$ cat src/rtl/mem_arbiter.sv
// Two-client (I-cache / D-cache) arbiter for the shared BRAM burst port.
// Optional round-robin tie-break enabled by defining MEM_ARB_ROUND_ROBIN_EN; default is fixed D priority.
module mem_arbiter #(
  parameter int DATA_WIDTH         = 32,
  parameter int ADDR_WIDTH         = 16,
  parameter int BLOCK_OFFSET_WIDTH = 5
) (
  input  logic                          clk,
  input  logic                          rst,
  input  logic                          i_req_op,
  input  logic                          d_req_op,
  input  logic                          i_rw,
  input  logic                          d_rw,
  input  logic [ADDR_WIDTH-1:0]         i_addr,
  input  logic [ADDR_WIDTH-1:0]         d_addr,
  input  logic [DATA_WIDTH-1:0]         i_write,
  input  logic [DATA_WIDTH-1:0]         d_write,
  output logic                          i_grant,
  output logic                          d_grant,
  output logic [DATA_WIDTH-1:0]         i_read,
  output logic [DATA_WIDTH-1:0]         d_read,
  output logic                          i_read_valid,
  output logic                          d_read_valid,
  output logic                          i_write_req,
  output logic                          d_write_req,
  output logic                          i_last,
  output logic                          d_last,
  output logic [BLOCK_OFFSET_WIDTH-1:0] beat,
  output logic [ADDR_WIDTH-1:0]         mem_addr,
  output logic                          mem_req_op,
  output logic                          mem_rw,
  output logic [DATA_WIDTH-1:0]         mem_write,
  input  logic [DATA_WIDTH-1:0]         mem_read,
  input  logic                          mem_read_valid,
  input  logic                          mem_write_req_input,
  input  logic                          mem_last
);

  typedef enum logic [1:0] {IDLE, GRANT_I, GRANT_D, TURN} state_t;

  state_t                        state, state_nxt;
  logic [BLOCK_OFFSET_WIDTH-1:0] beat_r;
  logic                          own_i, own_d;
  logic                          act_i, act_d;
  logic                          hs_i, hs_d;
  logic                          pick_i, pick_d;

  assign own_i = (state == GRANT_I);
  assign own_d = (state == GRANT_D);

  // An owner that drops its request is treated as aborted: port released, responses ignored.
  assign act_i = own_i & i_req_op;
  assign act_d = own_d & d_req_op;

  assign hs_i = act_i & (i_rw ? mem_write_req_input : mem_read_valid);
  assign hs_d = act_d & (d_rw ? mem_write_req_input : mem_read_valid);

`ifdef MEM_ARB_ROUND_ROBIN_EN
  logic last_d;

  // Tie goes to whichever client was not served last; reset value means I was last.
  assign pick_d = d_req_op & (~i_req_op | ~last_d);
  assign pick_i = i_req_op & (~d_req_op |  last_d);

  always_ff @(posedge clk) begin
    if (rst) begin
      last_d <= 1'b0;
    end else if (state == IDLE) begin
      if (pick_d)      last_d <= 1'b1;
      else if (pick_i) last_d <= 1'b0;
    end
  end
`else
  assign pick_d = d_req_op;
  assign pick_i = i_req_op & ~d_req_op;
`endif

  always_comb begin
    state_nxt = state;
    unique case (state)
      IDLE: begin
        if (pick_d)      state_nxt = GRANT_D;
        else if (pick_i) state_nxt = GRANT_I;
      end
      GRANT_I: if (!i_req_op || (hs_i && mem_last)) state_nxt = TURN;
      GRANT_D: if (!d_req_op || (hs_d && mem_last)) state_nxt = TURN;
      TURN:    state_nxt = IDLE;
      default: state_nxt = IDLE;
    endcase
  end

  // Beat counter restarts whenever the port leaves a grant, so every burst begins at 0.
  always_ff @(posedge clk) begin
    if (rst) begin
      state  <= IDLE;
      beat_r <= '0;
    end else begin
      state <= state_nxt;
      if (state_nxt != GRANT_I && state_nxt != GRANT_D) beat_r <= '0;
      else if (hs_i || hs_d)                            beat_r <= beat_r + 1'b1;
    end
  end

  assign beat    = beat_r;
  assign i_grant = own_i;
  assign d_grant = own_d;

  assign mem_req_op = act_i | act_d;
  assign mem_addr   = own_i ? i_addr  : (own_d ? d_addr  : '0);
  assign mem_rw     = own_i ? i_rw    : (own_d ? d_rw    : 1'b0);
  assign mem_write  = own_i ? i_write : (own_d ? d_write : '0);

  // Responses pass combinationally to the active owner only.
  assign i_read       = act_i ? mem_read : '0;
  assign d_read       = act_d ? mem_read : '0;
  assign i_read_valid = act_i & ~i_rw & mem_read_valid;
  assign d_read_valid = act_d & ~d_rw & mem_read_valid;
  assign i_write_req  = act_i &  i_rw & mem_write_req_input;
  assign d_write_req  = act_d &  d_rw & mem_write_req_input;
  assign i_last       = act_i & mem_last;
  assign d_last       = act_d & mem_last;

endmodule

$ cat config.mk
export PLATFORM = sky130hd
export DESIGN_NAME = mem_arbiter
export DESIGN_NICKNAME = d
export VERILOG_FILES = /design/src/rtl/mem_arbiter.sv
export SDC_FILE = /design/constraint.sdc
export NUM_CORES = 1
export LEC_CHECK = 0
export ABC_AREA = 1
export CAP_MARGIN = 20
export CORE_AREA = 2 2 101 103
export DETAILED_ROUTE_END_ITERATION = 6
export DIE_AREA = 0 0 103 105
export PLACE_DENSITY_LB_ADDON = 0.08
export SETUP_SLACK_MARGIN = 0.2
export SLEW_MARGIN = 20
export SYNTH_ARGS = -nofsm -noshare
export SYNTH_HDL_FRONTEND = slang
export SYNTH_SLANG_ARGS = --single-unit
$ cat constraint.sdc
create_clock -name clk -period 1.25 [get_ports clk]
set_clock_uncertainty 0.05 [all_clocks]
set_input_delay 0.25 -clock clk [delete_from_list [all_inputs] [get_ports clk]]
set_output_delay 0.25 -clock clk [all_outputs]
set_load 0.005 [all_outputs]
==> impl_metrics.env <==
export IMPL_cp_arrival_ps=1420
export IMPL_crit_slowest_cell="dfxtp_4"
export IMPL_violations="setup timing"
export IMPL_layout_drive_gt1_share_pct=52.5
export IMPL_place_area_um2=4960
export IMPL_grt_pass1_wl_um=15700
export IMPL_cts_max_path_buffers=2
export IMPL_synth_nets=386
export IMPL_grt_overflow_total=0
export IMPL_peakVddDrop_mv=0.525
export IMPL_cts_hold_buffers=0
export IMPL_syn_area_per_cell_um2=5.74
export IMPL_p_switching_w=0.000964
export IMPL_n_antenna_cell=0
export IMPL_ys_seq_area_share_pct=9.84
export IMPL_fmax_mhz=582
export IMPL_fillCellCount=971
export IMPL_fin_nets=697
export IMPL_h_tree_depth=1
export IMPL_worst_path_largest_cell_delay_ps=370
export IMPL_avgRoutedWirePerCell_um=15.5
export IMPL_place_gp_congestion=0.850
export IMPL_dieArea_um2=10800
export IMPL_routed_via_density=4.12
export IMPL_firstDrtPassIters=4
export IMPL_intPower_w=0.00167
export IMPL_grt_antenna_before_repair=0
export IMPL_rows=36
export IMPL_p_leak_nw=2.46
export IMPL_drv_slew=0
export IMPL_rsz0062_at_grt="yes"
export IMPL_ant_nets=0
export IMPL_vias=2844
export IMPL_status="finished with violations"
export IMPL_mostFrequentLayoutCell="clkdlybuf4s50_1"
export IMPL_drt_initial_drc_count=84
export IMPL_crit_type="flop to output pin"
export IMPL_place_ws_ps=-930
export IMPL_synth_cell_types=21
export IMPL_syn_area_um2=1420
export IMPL_regToRegSetupSlack_ps=-220
export IMPL_seqPwrFrac_pct=9.6
export IMPL_dp_cells=659
export IMPL_syn2layout_area_growth_pct=250
export IMPL_path_max_fanout=10
export IMPL_p_sw_share_pct=36.7
export IMPL_ys_ff_latch=7
export IMPL_yosysWarnings=0
export IMPL_grt_util_all_layers_pct=18.6
export IMPL_coreArea_um2=9640
export IMPL_wl_um=10700
export IMPL_report_final_setup_viol=128
export IMPL_drv_cap=0
export IMPL_ctsRootBufferMaster="clkbuf_8"
export IMPL_finalCritPeriodShare_pct=138
export IMPL_period_minus_slack_ps=1720
export IMPL_power_density_nw_per_um2=527
export IMPL_cts_sinks=7
export IMPL_tightest_slew_ps=260
export IMPL_die_w_um=103
export IMPL_netlist_instances=248
export IMPL_initial_core_util_pct=14.8
export IMPL_setup_slack_ps=-469
export IMPL_fin_area_um2=4990
export IMPL_hold_viol_final=0
export IMPL_cts_clk_slew_worst_paths_ps=40
export IMPL_cp_end_kind="output pin"
export IMPL_portBuffers=263
export IMPL_crit_path_frequent_cell="buf_6"
export IMPL_cts_tree="done"
export IMPL_stdcell_count=691
export IMPL_mostFrequentLayoutCells="clkdlybuf4s50_1, buf_2, nor2_4"
export IMPL_grt_max_degree=11
export IMPL_fp_dieH_um=105
export IMPL_clk_latency_ps=230
export IMPL_synth_top_cell_area_share_pct=29.5
export IMPL_synth_top_cells_by_area="a22o_1, nor2_1, inv_1"
export IMPL_dp_hpwl_um=8740
export IMPL_combPwrFrac_pct=78.0
export IMPL_grt_pass1_vias=2842
export IMPL_ios=264
export IMPL_p_clk_share_pct=12.5
export IMPL_required_ps=950
export IMPL_total_power_w=0.00263
export IMPL_start_kind="flop"
export IMPL_drc_errors=0
export IMPL_max_slew_margin_rel_pct=82.6
export IMPL_path_cells="inv_4 > nand2_4 > inv_8 > buf_6 > buf_16 > a22o_1 > buf_6"
export IMPL_tns_ps=-46960
export IMPL_numCtsBuffers=3
export IMPL_hold_class="flop to flop"
export IMPL_yosysTopAreaCell="a22o_1"
==> cells in the mapped netlist <==
master,n
a22o_1,48
buf_4,1
xnor2_1,1
nand3_2,3
xor2_1,3
buf_2,12
buf_6,3
inv_1,48
nor2_1,74
dfxtp_1,7
nor2_4,2
nand2_2,2
ha_1,1
nand2_4,1
a21oi_1,3
nand2_1,19
o21ai_0,3
nand3_1,6
o22ai_1,1
nor3_1,4
inv_2,6
==> power by group through the flow <==
stage | logic, W | registers (W) | clock network [W]
after global routing | 0.00220 | 0.000253 | 0.000354
after CTS | 0.00202 | 0.000250 | 0.000342
final | 0.00205 | 0.000252 | 0.000328
after floorplan | 0.000773 | 0.000252 | 0
after detailed placement | 0.00198 | 0.000254 | 0
after global placement | 0.00196 | 0.000253 | 0
==> area by class of cell <==
class | instances | area (um2) | share of cell area, %
clock buffers | 4 | 45.0 | 0.903
inverters | 54 | 228 | 4.57
repair buffers | 322 | 2860 | 57.3
flip-flops and latches | 7 | 154 | 3.09
well taps | 133 | 166 | 3.34
multi-input cells | 171 | 1540 | 30.8
==> worst paths after layout <==
path | startpoint | endpoint | depth (start not counted)
min | beat[4] | beat[4] | 4
max | state[1] | mem_addr[3] | 7
min reg2reg | beat[4] | beat[4] | 4
max reg2reg | state[1] | beat[4] | 11
==> flip-flops by register name, summed over array words and instances, names as in the netlist <==
register  flops
beat          5
state         2
==> layer usage <==
metal  GRT usage [%]  routed length (um)
met5               0                   0
met4            3.85                 119
met3            3.01                 697
met2            36.5                5960
met1            20.3                3970
==> metrics by stage <==
stage | hold WS (ps) | util (%)
3_3_place_gp | 462 | 51.4
4_1_cts | 532 | 51.0
6_report | 531 | 51.7
3_5_place_dp | 466 | 51.4
2_1_floorplan | 265 | -
5_1_grt | 550 | 51.7
==> timing repair <==
action | in CTS | in global routing
pin swaps | 20 | 13
setup buffers | 20 | 3
resized for setup | 571 | 12
cloned | 5 | 0
setup endpoints to repair | 134 | 129
==> cell families after synthesis <==
kind of cell             Yosys count  synth area share, %
XOR/XNOR                           4                 2.46
AO/OA/AOI/OAI                     55                 32.1
AND/OR/NAND/NOR                  111                 33.4
adder cells (fa/ha/maj)            1                0.879
flip-flops                         7                 9.84
buffers and inverters             70                 21.4
==> worst max-delay path: cells and delay by family, from the launching register on <==
| kind | cells | cell delay, ps |
|---|---|---|
| AO/OA/AOI/OAI | 1 | 240 |
| buffers and inverters | 5 | 470 |
| AND/OR/NAND/NOR | 1 | 100 |
| flip-flops | 1 | 370 |
(Power assumes the default switching activity.)
==> variant 1 (same flow settings) <==
Build with the macro `MEM_ARB_ROUND_ROBIN_EN` defined.
--- a/src/rtl/mem_arbiter.sv
+++ b/src/rtl/mem_arbiter.sv
@@ -1,5 +1,7 @@
 // Two-client (I-cache / D-cache) arbiter for the shared BRAM burst port.
 // Optional round-robin tie-break enabled by defining MEM_ARB_ROUND_ROBIN_EN; default is fixed D priority.
+`define MEM_ARB_ROUND_ROBIN_EN
+
 module mem_arbiter #(
   parameter int DATA_WIDTH         = 32,
   parameter int ADDR_WIDTH         = 16,
Check against the original RTL: not equivalent (Yosys sat finds a counterexample within 10 cycles, from zero or initial values and one cycle with rst high).
==> variant 1 against the original RTL <==
The flow still finishes with violations (negative setup slack). Wire length rose by 9.0%. Maximum frequency fell by 5.3%. Synthesized area grew 4.6%. Sequential cell count rose by 1. Worst setup slack got worse by 96 ps. Sequential share of layout area increased by 0.24 points. Power up 55%. Count of clock-buffer cells in the layout unchanged. Final cell count increased by 3.2%. Cell area increased by 8.0%. Die area stayed put. Largest power group unchanged.
==> variant 1: results (changes against the original RTL) <==
status: "finished with violations"
failed_checks: "negative setup slack"
setup_viol: 128  # unchanged
reg2reg_depth: 10  # -1
synth_common_cells: "73 x nor2_1, 52 x inv_1, 48 x a22o_1, 24 x nand2_1, 12 x buf_2"
leakage_uw: 0.00262  # +6.7%
drtIter0Drc: 72  # -14%
multi_input_area_share_pct: 29.7  # -1.1 points
nonClkBufAreaFrac_pct: 58.6  # +1.3 points
nonClockBufferCount: 335  # +4.0%
dp_slack_ps: -870  # +60.0 ps
grt_usage_pct: 20.5  # +1.9 points
whs_endpoint: "last_d"
intPower_uw: 2520  # +51%
fin_nets: 719  # +3.2%
clk_share_pct: 0.837  # -0.067 points
drive_above_1_share_pct: 53.8  # +1.3 points
cts_sinks: 8  # +1
cts_setup_buffers: 25  # +25%
finalWorstSetupSlack_ps: -565  # -95.8 ps
cpPeakStageDelay_ps: 350  # -20 ps
fillers: 928  # -4.4%
hpwl_um: 8740  # about the same
seq_power_share_pct: 7.7  # -1.9 points
dpl.cell_count: 671  # +1.8%
variant 1: cell count changes in the layout (fill, tap and decap cells not counted), moves of 3 or more:
cell	delta
nand2_1	+3
nor2_2	+3
buf_6	+12
buf_2	-4
buf_16	+6
variant 1: worst reg2reg max path: cells and delay by family, from the launching register on:
family                 cells  cell delay (ps)
buffers and inverters      5              460
AO/OA/AOI/OAI              1              120
flip-flops                 1              370
AND/OR/NAND/NOR            4              360
variant 1: cells by family (layout without fill, tap and decap cells):
family | count (synthesis) | in the layout | share of synthesized area (%)
compound gates | 54 | 54 | 30.3
xor+xnor | 4 | 4 | 2.86
fa+ha+maj | 1 | 1 | 0.840
buf+inv | 72 | 395 | 21.2
flops | 8 | 8 | 10.8
simple gates | 118 | 118 | 34.0
variant 1: metal layers:
layer	part of all wire, %	vias to the layer above	track usage [%]
li1	-	1474	-
met1	37	1402	23.2
met2	53	144	38.4
met3	7.5	22	3.55
met4	2.3	0	5.55
met5	0	-	0
==> variant 2 (config.mk and constraints unchanged) <==
Without the edit above. The 4 states of `state_t` get a Gray code encoding in 2 bits.
--- a/src/rtl/mem_arbiter.sv
+++ b/src/rtl/mem_arbiter.sv
@@ -36,7 +36,7 @@
   input  logic                          mem_last
 );
 
-  typedef enum logic [1:0] {IDLE, GRANT_I, GRANT_D, TURN} state_t;
+  typedef enum logic [1:0] {IDLE = 2'b00, GRANT_I = 2'b01, GRANT_D = 2'b11, TURN = 2'b10} state_t;
 
   state_t                        state, state_nxt;
   logic [BLOCK_OFFSET_WIDTH-1:0] beat_r;
Function: same outputs for any inputs over 10 cycles, from zero or initial values and one cycle with rst high; not proved beyond that.
==> variant 2 against the original RTL <==
The run still ends with negative setup slack left. Cell area is 1.2% higher. Worst setup slack lost 91 ps. Sequential cell count unchanged. Power shrank 7.3%. Critical path depth rose by 2. Sequential power about the same. Wire length down 3.8%. Synthesized cell count increased by 0.81%. Synthesized area shrank 1.1%. Critical path type unchanged. Highest routed layer unchanged.
==> variant 2: results (changes against the original RTL) <==
nMultiInputCombCells: 176  # +2.9%
dpl-instance-area_um2: 4770  # -3.8%
cp_slowest_cell: "dfxtp_2"
synthCells: 250  # +0.81%
hold_path_class: "in2reg"
vias_per_cell: 4.14  # +0.64%
synth_cell_types: 22  # +4.8%
cpPeakStageDelay_ps: 330  # -40 ps
arrival_ps: 1510  # +90 ps
first_global_vias: 2877  # +1.2%
grt_max_degree: 16  # +5
finalWorstSetupSlack_ps: -560  # -90.7 ps
status: "finished with violations"
synth_common_cells: "76 x nor2_1, 48 x a22o_1, 47 x inv_1, 27 x nand2_1, 12 x buf_2"
clk_share_pct: 0.892  # -0.011 points
inv_count: 51  # -5.6%
place.gp.congestion: 0.811  # -4.6%
design.seq.count: 7  # unchanged
seq-cell-share_pct: 3.00  # -0.086 points
leakage_uw: 0.00252  # +2.8%
multi_input_area_share_pct: 28.6  # -2.3 points
dpl.cell_count: 657  # -0.30%
yosysSeqAreaShare_pct: 9.96  # +0.11 points
yosysTopAreaCellShare_pct: 29.9  # +0.34 points
drive_above_1_share_pct: 49.6  # -3.0 points
grt_pass1_wl_um: 15200  # -3.3%
setup_viol: 128  # unchanged
ir_worst_vdd_mv: 0.708  # +35%
failed_checks: "negative setup slack"
nonClockBufferCount: 325  # +0.93%
fin_nets: 702  # +0.72%
syn_nets: 388  # +0.52%
[variant 2: cell count changes in the layout (fill, tap and decap cells not counted), sizes merged, moves of 2 or more]
cell           unedited run  this run
o21ai                     3         0
xor2                      3         1
nor3                      4         1
inv                      54        51
a21oi                     3         1
nand4                     0         2
nor2                     76        78
clkdlybuf4s15             1        13
clkbuf                    4        11
nand2                    22        32
buf                     183       167
[variant 2: worst paths after layout]
| kind | cells past startpoint | slack, ps | start | to |
|---|---|---|---|---|
| hold reg to reg | 4 | 570 | beat[0] | beat[0] |
| hold / removal | 3 | 490 | d_req_op | state[1] |
| setup reg to reg | 11 | -190 | state[0] | beat[1] |
| setup / recovery | 9 | -560 | state[1] | i_read[29] |
[variant 2: timing repair]
item	CTS	global route
setup endpoints to repair	134	130
resized for setup	558	9
endpoints found under the hold margin	0	0
buffers inserted	27	1
cloned	6	1
pin swaps	12	1
[variant 2: per-layer routing]
metal / vias up / global-route usage [%] / part of all wire, % / wire [um]
met5: - / 0 / 0 / 0
met4: 0 / 4.32 / 1.9 / 193
met3: 14 / 3.48 / 7.8 / 806
met2: 112 / 33.5 / 54 / 5550
met1: 1323 / 19.6 / 37 / 3780
li1: 1434 / - / - / -
[variant 2: logic make-up after synthesis]
family	Yosys count	share of synthesized area [%]
buf+inv	67	20.3
fa+ha+maj	1	0.889
compound gates	50	30.7
xor+xnor	1	0.622
flops	7	9.96
simple gates	124	37.6
[variant 2: tightest hold or removal path, delay by kind of cell]
family,cells,cell delay (ps)
buffers and inverters,1,270
AOI/OAI and AO/OA,1,150
and+or+nand+nor,1,50
[variant 2: power breakdown]
group | leakage (uW) | total [uW] | switching, uW | internal [uW]
Clock | 0.0000228 | 313 | 92.5 | 220
Sequential | 0.0000604 | 251 | 13.9 | 237
Combinational | 0.00244 | 1870 | 722 | 1150
